## src/rtl/firebird7_in_gate2_ijtag_tdr_driver_pkg.sv

```systemverilog
`default_nettype none
// ----------------------------------------------------------------------------
// firebird7_in_gate2_ijtag_tdr_driver_pkg : CSU state encoding, TDR length bounds
// Revision: 1.0
// ----------------------------------------------------------------------------
package firebird7_in_gate2_ijtag_tdr_driver_pkg;

  localparam int TDR_LEN_MIN = 1;
  localparam int TDR_LEN_MAX = 32;

  typedef enum logic [2:0] {
    ST_IDLE    = 3'd0,
    ST_CAPTURE = 3'd1,
    ST_SHIFT   = 3'd2,
    ST_UPDATE  = 3'd3,
    ST_DONE    = 3'd4
  } csu_state_t;

endpackage
`default_nettype wire

```

## src/rtl/firebird7_in_gate2_ijtag_tdr_driver.sv

```systemverilog
`default_nettype none
// ----------------------------------------------------------------------------
// firebird7_in_gate2_ijtag_tdr_driver : one capture-shift-update per request on a gate2 TDR
// Revision: 1.0
// ----------------------------------------------------------------------------
module firebird7_in_gate2_ijtag_tdr_driver
  import firebird7_in_gate2_ijtag_tdr_driver_pkg::*;
#(
  parameter int TDR_LEN = 8
) (
  input  logic               ijtag_tck,
  input  logic               ijtag_reset,
  input  logic               req_valid,
  output logic               req_ready,
  input  logic [TDR_LEN-1:0] req_wdata,
  output logic               rsp_valid,
  output logic [TDR_LEN-1:0] rsp_rdata,
  output logic               ijtag_sel,
  output logic               ijtag_ce,
  output logic               ijtag_se,
  output logic               ijtag_ue,
  output logic               ijtag_si,
  input  logic               ijtag_so
);

  localparam int               CNT_W    = $clog2(TDR_LEN) + 1;
  localparam logic [CNT_W-1:0] LAST_BIT = CNT_W'(TDR_LEN - 1);

  if (TDR_LEN < TDR_LEN_MIN || TDR_LEN > TDR_LEN_MAX) begin : g_len_check
    $error("TDR_LEN out of range");
  end

  csu_state_t         state;
  csu_state_t         state_nxt;
  logic [CNT_W-1:0]   bit_cnt;
  logic [TDR_LEN-1:0] wreg;
  logic [TDR_LEN-1:0] rreg;
  logic [TDR_LEN:0]   wreg_ext;
  logic [TDR_LEN:0]   rreg_ext;

  // Widened views keep the shift expressions legal for a 1-bit TDR.
  assign wreg_ext = {1'b0, wreg};
  assign rreg_ext = {ijtag_so, rreg};

  always_ff @(posedge ijtag_tck) begin
    if (ijtag_reset) begin
      state     <= ST_IDLE;
      bit_cnt   <= '0;
      wreg      <= '0;
      rreg      <= '0;
      rsp_rdata <= '0;
    end else begin
      state <= state_nxt;
      case (state)
        ST_IDLE: begin
          if (req_valid) begin
            wreg <= req_wdata;
          end
        end
        ST_CAPTURE: begin
          bit_cnt <= '0;
        end
        ST_SHIFT: begin
          wreg    <= wreg_ext[TDR_LEN:1];
          rreg    <= rreg_ext[TDR_LEN:1];
          bit_cnt <= bit_cnt + CNT_W'(1);
        end
        ST_UPDATE: begin
          rsp_rdata <= rreg;
        end
        default: begin
        end
      endcase
    end
  end

  always_comb begin
    state_nxt = state;
    req_ready = 1'b0;
    rsp_valid = 1'b0;
    ijtag_sel = 1'b0;
    ijtag_ce  = 1'b0;
    ijtag_se  = 1'b0;
    ijtag_ue  = 1'b0;
    ijtag_si  = 1'b0;
    case (state)
      ST_IDLE: begin
        req_ready = 1'b1;
        if (req_valid) begin
          state_nxt = ST_CAPTURE;
        end
      end
      ST_CAPTURE: begin
        ijtag_sel = 1'b1;
        ijtag_ce  = 1'b1;
        state_nxt = ST_SHIFT;
      end
      ST_SHIFT: begin
        ijtag_sel = 1'b1;
        ijtag_se  = 1'b1;
        ijtag_si  = wreg[0];
        if (bit_cnt == LAST_BIT) begin
          state_nxt = ST_UPDATE;
        end
      end
      ST_UPDATE: begin
        ijtag_sel = 1'b1;
        ijtag_ue  = 1'b1;
        state_nxt = ST_DONE;
      end
      ST_DONE: begin
        rsp_valid = 1'b1;
        state_nxt = ST_IDLE;
      end
      default: begin
        state_nxt = ST_IDLE;
      end
    endcase
  end

endmodule
`default_nettype wire

```

## config.mk

```make
export PLATFORM = sky130hd
export DESIGN_NAME = firebird7_in_gate2_ijtag_tdr_driver
export DESIGN_NICKNAME = d
export VERILOG_FILES = /design/src/rtl/firebird7_in_gate2_ijtag_tdr_driver_pkg.sv /design/src/rtl/firebird7_in_gate2_ijtag_tdr_driver.sv
export SDC_FILE = /design/constraint.sdc
export NUM_CORES = 1
export LEC_CHECK = 0
export ABC_AREA = 1
export BUFFER_PORTS_ARGS = -buffer_cell sky130_fd_sc_hd__buf_2
export CAP_MARGIN = 20
export CORE_AREA = 2 2 69 55
export CTS_CLUSTER_DIAMETER = 60
export DETAILED_ROUTE_END_ITERATION = 10
export DIE_AREA = 0 0 71 57
export MAX_ROUTING_LAYER = met4
export RECOVER_POWER = 100
export SYNTH_ARGS = -nofsm -noshare
export SYNTH_HDL_FRONTEND = slang
export SYNTH_SLANG_ARGS = --single-unit
```

## constraint.sdc

```tcl
create_clock -name ijtag_tck -period 2.6 [get_ports ijtag_tck]
set_input_delay 0.13 -clock ijtag_tck [delete_from_list [all_inputs] [get_ports ijtag_tck]]
set_output_delay 0.13 -clock ijtag_tck [all_outputs]
set_load 0.01 [all_outputs]
```

; Word level (Yosys, flattened, before mapping)
; Cells that the tools add are included.
[word_totals]
reg_bits = 31
in_bits = 12
[op_classes]
add_sub_neg = 1
n_eq_ne = 7
muxes = 13
n_reduce_logical = 6
[ops]
columns = operator, n
row1 = one-hot mux 8 bit (2 select lines), 1
row2 = one-hot mux 3 bit (4 select lines), 1
row3 = 2-to-1 mux 8 bit, 1
row4 = one-hot mux 4 bit (2 select lines), 1
row5 = 2-to-1 mux 1 bit, 7
row6 = "== test 3 x 2 -> 1 bit, second input constant", 2
row7 = 2-to-1 mux 3 bit, 2
row8 = "adder 4 x 1 -> 4 bit, second input constant", 1
row9 = "== test 4 x 3 -> 1 bit, second input constant", 1
row10 = "!= test 2 bit, second input constant", 2
row11 = AND reduction 2 bit, 2
row12 = nonzero test 2 bit, 2
row13 = "== test 3 x 1 -> 1 bit, second input constant", 1
row14 = "== test 3 bit, second input constant", 1
row15 = zero test 3 bit, 1
row16 = OR reduction 3 bit, 1

; Logic depth before layout (Yosys ltp)
; Gate-level depths: netlist of run 1.
[logic_depth]
word_depth = 3
depth_mapped = 7
ltp_nobuf = 6

; Least setup slack after synthesis of run 1
; Ideal clock, no wire load.
[synth_path]
kind = register to register
start = register state[2]
end = register bit_cnt[0]
setup_time_ns = 0.117
t_arrival_ns = 0.954
setup_slack_ns = 1.529
path_stages_with_launch = 8
path_buffers = 1
synth_period_minus_slack_ns = 1.071
cell_sequence = dfxtp_1 > nor2_4 > nand2_1 > buf_4 > nand2_1 > inv_2 > nor2_1 > nor2_1
[synth_between]
elab_chain_cells = 2
word_cells_on_any_way = 4
cone_classes = 2 x eq/ne / 1 x mux / 1 x reduce/logical
[synth_lines]
columns = item, line_no
row1 = from (decl), firebird7_in_gate2_ijtag_tdr_driver.sv:33  ; csu_state_t state;
row2 = from (signal assigned), firebird7_in_gate2_ijtag_tdr_driver.sv:53  ; state <= state_nxt;
row3 = == test 3 x 2 -> 1 bit / == test 3 x 1 -> 1 bit (equally long branches), firebird7_in_gate2_ijtag_tdr_driver.sv:54  ; case (state)
row4 = one-hot mux 4 bit (2 select lines) / nonzero test 2 bit (equally long branches), --
row5 = to (signal assigned), firebird7_in_gate2_ijtag_tdr_driver.sv:66  ; bit_cnt <= bit_cnt + CNT_W'(1);
row6 = to (decl), firebird7_in_gate2_ijtag_tdr_driver.sv:35  ; logic [CNT_W-1:0] bit_cnt;
; Parallel ways exist; a longest one is shown, timed or not.
; A chain may end at the register's enable or synchronous reset.

; Worst setup path in the final report of run 1
[layout_path]
start = register state[1]
end = output port ijtag_se
[layout_between]
elab_chain_cells = 2
[layout_lines]
columns = item, line_no
row1 = == test 3 x 2 -> 1 bit, firebird7_in_gate2_ijtag_tdr_driver.sv:86  ; case (state)
row2 = 2-to-1 mux 1 bit, firebird7_in_gate2_ijtag_tdr_driver.sv:86
row3 = to (decl), firebird7_in_gate2_ijtag_tdr_driver.sv:20  ; output logic ijtag_se,
; No other way between the ends.

==> flow_metrics.tcl, run 1 <==
set metrics [dict create \
    crit_fanout 14 \
    worst-endpoint-required_ns 2.47 \
    grt_start_max_net_pins 26 \
    final-hold-violation-count 0 \
    cts_tree "yes" \
    drtPass1Iterations 4 \
    fin_skew_ns 0.00364 \
    numCtsBuffers 5 \
    vdd_drop_max_uv 488 \
    post-route-util_pct 44.0 \
    most-common-layout-cells "sky130_fd_sc_hd__nand2_1, sky130_fd_sc_hd__nor2_1, sky130_fd_sc_hd__dfxtp_1" \
    drt-wirelength-per-cell_microns 10.2 \
    via_count 1203 \
    hold_path_startpoint "ijtag_reset" \
    report.final.setup_viol 0 \
    main_combinational_cell_family_by_area_after_synthesis "simple AND/OR/NAND/NOR gates" \
    cts-resized-gates 0 \
    outcome "finished, final reports clean" \
    timing.hold.worst_endpoint "bit_cnt[1]" \
    endpoint_type_of_the_worst_setup_path "primary output" \
    worst_pin_slew_ns 0.955 \
    crit_chain "nand2_1 -> nor2_1 -> clkbuf_1" \
    total_power_w 0.00116 \
    p_leak_nw 0.712 \
    timing_max_transition_violations_final 0 \
    placedCellCount 255 \
    clkSinkCount 31 \
    setup.worst_path.class "reg -> out" \
    synthMuxAreaShare_pct 0 \
    drc 0 \
    cts_root_buffer "sky130_fd_sc_hd__clkbuf_8" \
    reg2reg_slack_ns 0.74 \
    chipHeight_microns 57 \
    clock.fmax_mhz 511 \
    initial_antenna_violation_count 0 \
    layout.nets 233 \
    netlist_cell_types 18 \
    die_width_microns 71 \
    initial_util_pct 39.1 \
    hold_path_class "in -> reg" \
    route.final.wire_length_microns 2650 \
    core_area_sq_mm 0.00345 \
    yosys_warnings 0 \
    syn_area_per_cell_sq_um 6.94 \
    post-route-min-period_ns 1.96 \
    postSynthCellCount 194 \
    finalNonFillerCells 261 \
    worstPathArrival_ns 1.83 \
    power_density_mw_per_mm2 766 \
    count_of_nets_left_with_antenna_violations_after_detail_routing 0 \
    finalWeightedCongestion 0.751 \
    post_cts.repair.setup_buffers 0 \
    synth-adder-area-share_pct 0.929 \
    critical_path.reg2reg.endpoint "wreg[5]" \
    overflow 0 \
    ctsLongestPathBuffers 2 \
    mostFrequentLayoutCell "sky130_fd_sc_hd__nand2_1" \
    rsz0062_at_grt "no" \
    complex_gate_fraction_of_the_synthesized_area_pct 12.0 \
    hold_depth 2 \
    grt_pass1_vias 1002 \
    seq_area_frac_synth_pct 46.1 \
    placementRows 19 \
    clk-insertion-delay-late_ns 0.28 \
    r2r_start "state[1]" \
    setup-tns-final_ns 0 \
    worstRegToRegCells 3 \
    syn_to_final_growth_pct 12.7 \
    critical_path.slowest_cell "sky130_fd_sc_hd__nor2_1" \
    max_cap_viol_count 0 \
    count_of_port_buffers_added_during_placement 26 \
    track_usage_pct 14.9 \
    final_min_period_over_clock_period_pct 75.2 \
    path_clk_slew_ns 0.06 \
    dp.final_hpwl_microns 1810 \
    synth-xor-area-share_pct 0 \
    synthSimpleGateAreaFrac_pct 30.5 \
    max-slew-margin-rel_pct 35.7 \
    layout-drive-gt1-share_pct 8.22 \
    h-tree-depth 2 \
    postSynthRegisterBits 31 \
    worst_setup_path_start_kind "flip-flop" \
    pin_count 27 \
    grt_first_pass_wirelength_microns 4490 \
    finalHoldWorstSlack_ns 0.103 \
    drtIter0Drc 91 \
    detail_route.vias_per_cell 4.61 \
    design.die.area_sq_mm 0.00405 \
    antenna-diode-count 0 \
    postCtsHoldBufs 0 \
    crit_path_max_incr_delay_ns 0.68 \
    syn-cell-area_sq_mm 0.00135 \
    synthesis.nets 207 \
]
-- registers in the layout (all words and copies together), names as in the netlist --
signal and cells:
bit_cnt 4, rreg 8, rsp_rdata 8, state 3, wreg 8
-- where the power goes --
| part | internal (W) | switching (W) |
|---|---|---|
| clock network | 0.000178 | 0.000157 |
| logic | 0.0000882 | 0.000166 |
| registers | 0.000534 | 0.0000391 |
-- per-stage QoR --
stage               setup WS [ns]  cell area, sq um
global placement            0.928              1480
floorplan                    1.53              1350
CTS                         0.587              1550
detailed placement          0.887              1480
global route                0.495              1520
finish                      0.644              1520
-- cell usage after synthesis (all sizes together) --
cell | n | area (sq um)
buf | 6 | 43.8
nand4 | 2 | 12.5
inv | 25 | 93.8
a21oi | 11 | 55.1
o21ai | 19 | 106
nor3 | 1 | 5.00
nand3 | 9 | 45.0
nor2 | 41 | 169
dfxtp | 31 | 621
or2 | 1 | 6.26
clkbuf | 1 | 3.75
nand2 | 46 | 173
ha | 1 | 12.5
-- worst max-delay path, delay by kind of cell, from the launching register on --
kind / cells / cell delay [ns]
buf+inv: 1 / 0.22
simple gates: 2 / 0.78
flops: 1 / 0.55
-- metal layers --
metal | up-vias | wire [microns] | GRT usage [%]
met5 | - | 0 | -
met4 | 0 | 53 | 7.28
met2 | 16 | 1100 | 21.0
met1 | 529 | 1390 | 19.3
met3 | 7 | 114 | 4.77
li1 | 651 | - | -
-- cell type report --
cell class                 instances  area [sq um]
tap                               42          52.6
timing repair buffer              26           113
inverter                          25          93.8
sequential                        31           621
multi-input combinational        131           566
fill                             371          1930
clock buffer                       6          72.6
-- how the worst max path moves through the flow --
stage                     startpoint         end  cells after the start
after global routing        state[1]    ijtag_se                      3
after floorplan             state[2]  bit_cnt[0]                      7
after global placement      state[1]   ijtag_sel                      5
after detailed placement    state[1]   ijtag_sel                      5
after CTS                   state[1]   ijtag_sel                      5
final                       state[1]    ijtag_se                      3
-- kinds of logic after synthesis --
kind of cell             after synthesis
AO/OA/AOI/OAI                         30
buffers and inverters                 32
flip-flops                            31
adder cells (fa/ha/maj)                1
AND/OR/NAND/NOR                      100
Note: power is estimated with default switching activity, not from simulation.
==> inputs of run 2 (changes only) <==
clock period = 1.9 ns   (was 2.6 ns; I/O delays follow)
==> run 2 against run 1 <==
Highest routed layer unchanged. Clock power up 53%. Largest power group unchanged. Non-clock buffer count rose by 2. First-iteration DRC count fell by 55%. Final cell count up 1.1%. Die area is the same.
==> flow_metrics.tcl, run 2 (synthesis gave the netlist of run 1 again) <==
set metrics [dict create \
    clkSinkCount 31 \
    count_of_nets_left_with_antenna_violations_after_detail_routing 0 \
    drtIter0Drc 41 \
    worst_setup_path_start_kind "flip-flop" \
    hold_path_startpoint "ijtag_reset" \
    count_of_port_buffers_added_during_placement 26 \
    mostFrequentLayoutCell "sky130_fd_sc_hd__nand2_1" \
    layout-drive-gt1-share_pct 12.2 \
    worst-endpoint-required_ns 1.80 \
    route.final.wire_length_microns 2670 \
    overflow 0 \
    cts_tree "yes" \
    clk-insertion-delay-late_ns 0.28 \
    post-route-util_pct 45.0 \
    critical-path-top-delay-family "flip-flops" \
    h-tree-depth 2 \
    globalRouteMet1Util_pct 19.8 \
    crit_fanout 11 \
    endpoint_type_of_the_worst_setup_path "primary output" \
    initial_antenna_violation_count 0 \
    clock.fmax_mhz 587 \
    ctsLongestPathBuffers 2 \
    dp.final_hpwl_microns 1840 \
    pre_cts_ws_ns 0.472 \
    track_usage_pct 15.0 \
    post-route-min-period_ns 1.70 \
    final-hold-violation-count 0 \
    initial_util_pct 39.1 \
    vdd_drop_max_uv 445 \
    fin_skew_ns 0.00861 \
    critical_path.slowest_cell "sky130_fd_sc_hd__dfxtp_1" \
    grt_start_max_net_pins 26 \
    cts-resized-gates 0 \
    hold_depth 2 \
    hold_path_class "in -> reg" \
    grt.met3_usage_pct 4.95 \
    drc 0 \
    cp_num_buf_inv 2 \
    placementRows 19 \
    report.final.setup_viol 0 \
    chipHeight_microns 57 \
    worst_pin_slew_ns 0.640 \
    post_cts.repair.setup_buffers 0 \
    timing.hold.worst_endpoint "wreg[7]" \
    pin_count 27 \
    syn_to_final_growth_pct 15.2 \
    met2_usage_pct 21.2 \
    power_density_mw_per_mm2 1070 \
    p_leak_nw 0.730 \
    setup.worst_path.class "reg -> out" \
    crit_path_max_incr_delay_ns 0.48 \
    layout.nets 235 \
    final_min_period_over_clock_period_pct 89.7 \
    r2r_start "state[1]" \
    timing_max_transition_violations_final 0 \
    drtPass1Iterations 6 \
    core_area_sq_mm 0.00345 \
    grt_pass1_vias 1048 \
    finalWeightedCongestion 0.817 \
    critical_path.reg2reg.endpoint "wreg[3]" \
    drt-wirelength-per-cell_microns 10.1 \
    most-common-layout-cells "sky130_fd_sc_hd__nand2_1, sky130_fd_sc_hd__nor2_1, sky130_fd_sc_hd__dfxtp_1" \
    design.die.area_sq_mm 0.00405 \
    numCtsBuffers 5 \
    grt_first_pass_wirelength_microns 4600 \
    max-slew-margin-rel_pct 57.0 \
    die_width_microns 71 \
    max_cap_viol_count 0 \
    detail_route.vias_per_cell 4.61 \
    path_clk_slew_ns 0.06 \
    setup-tns-final_ns 0 \
    postPlaceCellArea_sq_mm 0.00150 \
    antenna-diode-count 0 \
    worstPathArrival_ns 1.61 \
    postCtsHoldBufs 0 \
    fin_ws_ns 0.195 \
    worstRegToRegCells 4 \
    post-route-cell-area_sq_mm 0.00155 \
    top_usage_layer "met2" \
    outcome "finished, final reports clean" \
    via_count 1217 \
    crit_chain "nand3_1 -> inv_2 -> clkbuf_1" \
    top_regs "rreg x8, rsp_rdata x8, wreg x8" \
    cts_root_buffer "sky130_fd_sc_hd__clkbuf_8" \
    rsz0062_at_grt "no" \
    reg2reg_slack_ns 0.36 \
]
run 2: cell types whose count changed in the layout (fill, tap and decap cells not counted), sizes merged:
cell / delta
buf: +2
clkinv: +1
run 2: where the power goes:
| group | switching [W] | internal, W |
|---|---|---|
| Sequential | 0.0000499 | 0.000731 |
| Clock | 0.000228 | 0.000284 |
| Combinational | 0.000235 | 0.000127 |
| Total | 0.000513 | 0.00114 |
run 2: routing by layer:
metal	vias up	share of wire, %
met1	533	50
li1	650	-
met2	29	43
met5	-	0
met3	5	5.8
met4	0	1.0
run 2: layout make-up:
type / count / area [sq um]
timing repair buffer: 28 / 124
sequential: 31 / 621
inverter: 25 / 93.8
multi-input combinational: 131 / 573
clock buffer: 6 / 82.6
fill: 365 / 1900
clock inverter: 1 / 5.00
tap: 42 / 52.6
run 2: worst max path at each step:
stage | startpoint | end | slack [ns] | cells after the start
global placement | state[1] | ijtag_ue | 0.49 | 3
finish | state[1] | ijtag_ue | 0.20 | 3
global route | state[1] | ijtag_sel | 0.04 | 7
CTS | state[1] | ijtag_ue | 0.17 | 3
floorplan | state[2] | bit_cnt[0] | 0.83 | 7
detailed placement | state[1] | ijtag_ue | 0.47 | 3
run 2: stage by stage:
stage	cells	total power (W)	hold WS [ns]
after floorplan	194	0.00108	0.164
after global placement	257	0.00118	0.356
after detailed placement	257	0.00118	0.360
after CTS	264	0.00170	0.0703
after global routing	264	0.00178	0.0755
final	264	0.00165	0.0718
==> inputs of run 3 (changes only) <==
CORE_AREA = 2 2 70 56   (was 2 2 69 55)
DIE_AREA = 0 0 72 58   (was 0 0 71 57)
==> run 3 against run 2 <==
Sequential share of layout area fell by 0.29 points. Hold slack improved by 0.0025 ns. Total power rose by 3.3%. Global-route usage fell by 0.15 points. Utilization fell by 0.29 points. Critical path type unchanged.
==> flow_metrics.tcl, run 3 (synthesis gave the netlist of run 1 again) <==
set metrics [dict create \
    outcome "finished, final reports clean" \
    drc 0 \
    placementRows 19 \
    count_of_nets_left_with_antenna_violations_after_detail_routing 0 \
    path_clk_slew_ns 0.06 \
    core_area_sq_mm 0.00349 \
    drtPass1Iterations 4 \
    crit_fanout 9 \
    syn_to_final_growth_pct 16.1 \
    chipHeight_microns 58 \
    p_leak_nw 0.733 \
    post_cts.repair.setup_buffers 0 \
    hold_path_class "in -> reg" \
    mostFrequentLayoutCell "sky130_fd_sc_hd__nand2_1" \
    worst_setup_path_start_kind "flip-flop" \
    ctsLongestPathBuffers 2 \
    design.die.area_sq_mm 0.00418 \
    grt_first_pass_wirelength_microns 4570 \
    track_usage_pct 14.8 \
    postCtsHoldBufs 0 \
    power.switching_w 0.000522 \
    p_seq_share_pct 45.7 \
    post-route-min-period_ns 1.71 \
    setup-tns-final_ns 0 \
    worstPathArrival_ns 1.62 \
    power_density_mw_per_mm2 1090 \
    power_switching_share_pct 30.6 \
    timing.hold.worst_endpoint "wreg[7]" \
    hold_path_startpoint "ijtag_reset" \
    worst-endpoint-required_ns 1.80 \
    worst_pin_slew_ns 0.624 \
    cts_tree "yes" \
    count_of_port_buffers_added_during_placement 26 \
    numCtsBuffers 5 \
    layout-drive-gt1-share_pct 11.7 \
    clk-insertion-delay-late_ns 0.28 \
    clkSinkCount 31 \
    vdd_drop_max_uv 536 \
    initial_util_pct 38.5 \
    grt_pass1_vias 1037 \
    antenna-diode-count 0 \
    die_width_microns 72 \
    via_count 1205 \
    overflow 0 \
    detail_route.vias_per_cell 4.55 \
    clock.fmax_mhz 584 \
    r2r_start "state[1]" \
    cts-resized-gates 0 \
    max-slew-margin-rel_pct 58.1 \
    worstRegToRegCells 4 \
    critical_path.reg2reg.endpoint "wreg[1]" \
    most-common-layout-cells "sky130_fd_sc_hd__nand2_1, sky130_fd_sc_hd__nor2_1, sky130_fd_sc_hd__dfxtp_1" \
    top_regs "rreg x8, rsp_rdata x8, wreg x8" \
    final_layout_fill_cell_count 373 \
    seqCellArea_sq_um 621 \
    reg2reg_slack_ns 0.22 \
    final-hold-violation-count 0 \
    drtIter0Drc 45 \
    multi_input_area_sq_um 573 \
    max_cap_viol_count 0 \
    drt-wirelength-per-cell_microns 10.2 \
    initial_antenna_violation_count 0 \
    hold_depth 2 \
    endpoint_type_of_the_worst_setup_path "primary output" \
    fin_ws_ns 0.188 \
    setup.worst_path.class "reg -> out" \
    layout.nets 235 \
    pin_count 27 \
    rsz0062_at_grt "no" \
    route.final.wire_length_microns 2710 \
    finalWeightedCongestion 0.785 \
    h-tree-depth 2 \
    cts_root_buffer "sky130_fd_sc_hd__clkbuf_8" \
    dp.final_hpwl_microns 1840 \
    grt_start_max_net_pins 26 \
    fin_skew_ns 0.00277 \
    timing_max_transition_violations_final 0 \
    internal_power_w 0.00119 \
    combPwrFrac_pct 21.3 \
    report.final.setup_viol 0 \
    final_min_period_over_clock_period_pct 90.1 \
    clockPowerShare_pct 33.0 \
    pre_cts_ws_ns 0.506 \
]
-- run 3: changes by cell type in the layout (fill, tap and decap cells not counted) --
cell / before / now
sky130_fd_sc_hd__clkbuf_1: 13 / 15
sky130_fd_sc_hd__clkinv_2: 1 / 0
sky130_fd_sc_hd__buf_2: 14 / 13
sky130_fd_sc_hd__clkbuf_8: 6 / 7
-- run 3: power groups by stage --
stage | Clock (W) | Combinational (W) | Sequential [W]
4_1_cts | 0.000573 | 0.000389 | 0.000780
3_5_place_dp | 0 | 0.000387 | 0.000794
6_report | 0.000564 | 0.000365 | 0.000781
3_3_place_gp | 0 | 0.000393 | 0.000793
2_1_floorplan | 0 | 0.000297 | 0.000786
5_1_grt | 0.000607 | 0.000422 | 0.000792
-- run 3: layer usage --
| layer | vias up | global-route usage (%) | wire length (microns) |
|---|---|---|---|
| met5 | - | - | 0 |
| met4 | 0 | 6.47 | 0 |
| met2 | 35 | 19.8 | 1080 |
| li1 | 657 | - | - |
| met1 | 513 | 19.5 | 1470 |
| met3 | 0 | 6.09 | 161 |
-- run 3: how the worst max path moves through the flow --
stage,startpoint,end,cells after the start
2_1_floorplan,state[2],bit_cnt[0],7
3_3_place_gp,state[1],ijtag_sel,7
3_5_place_dp,state[1],ijtag_ue,3
4_1_cts,state[1],ijtag_ue,3
5_1_grt,state[1],wreg[1],4
6_report,state[1],ijtag_sel,7
-- run 3: metrics by stage --
stage,area (sq um),hold WS (ns),total power (W),utilization [%],cells
floorplan,1350,0.164,0.00108,-,194
global placement,1500,0.365,0.00119,42.8,257
detailed placement,1500,0.359,0.00118,42.8,257
CTS,1600,0.0635,0.00174,45.7,265
global route,1560,0.0682,0.00182,44.7,265
finish,1560,0.0743,0.00171,44.7,265
-- run 3: critical path, cell delays in order, from the launching register on --
cell and delay (ns):
sky130_fd_sc_hd__dfxtp_1 0.48, sky130_fd_sc_hd__clkbuf_1 0.25, sky130_fd_sc_hd__inv_2 0.07, sky130_fd_sc_hd__nand3_1 0.18, sky130_fd_sc_hd__nand2_1 0.09, sky130_fd_sc_hd__inv_2 0.08, sky130_fd_sc_hd__nand2_1 0.05, sky130_fd_sc_hd__clkbuf_1 0.14
-- run 3: cell type report --
cell class	instances	share of cell area [%]
clock buffer	8	6.41
tap	42	3.36
sequential	31	39.7
inverter	25	6.00
timing repair buffer	28	7.85
multi-input combinational	131	36.7
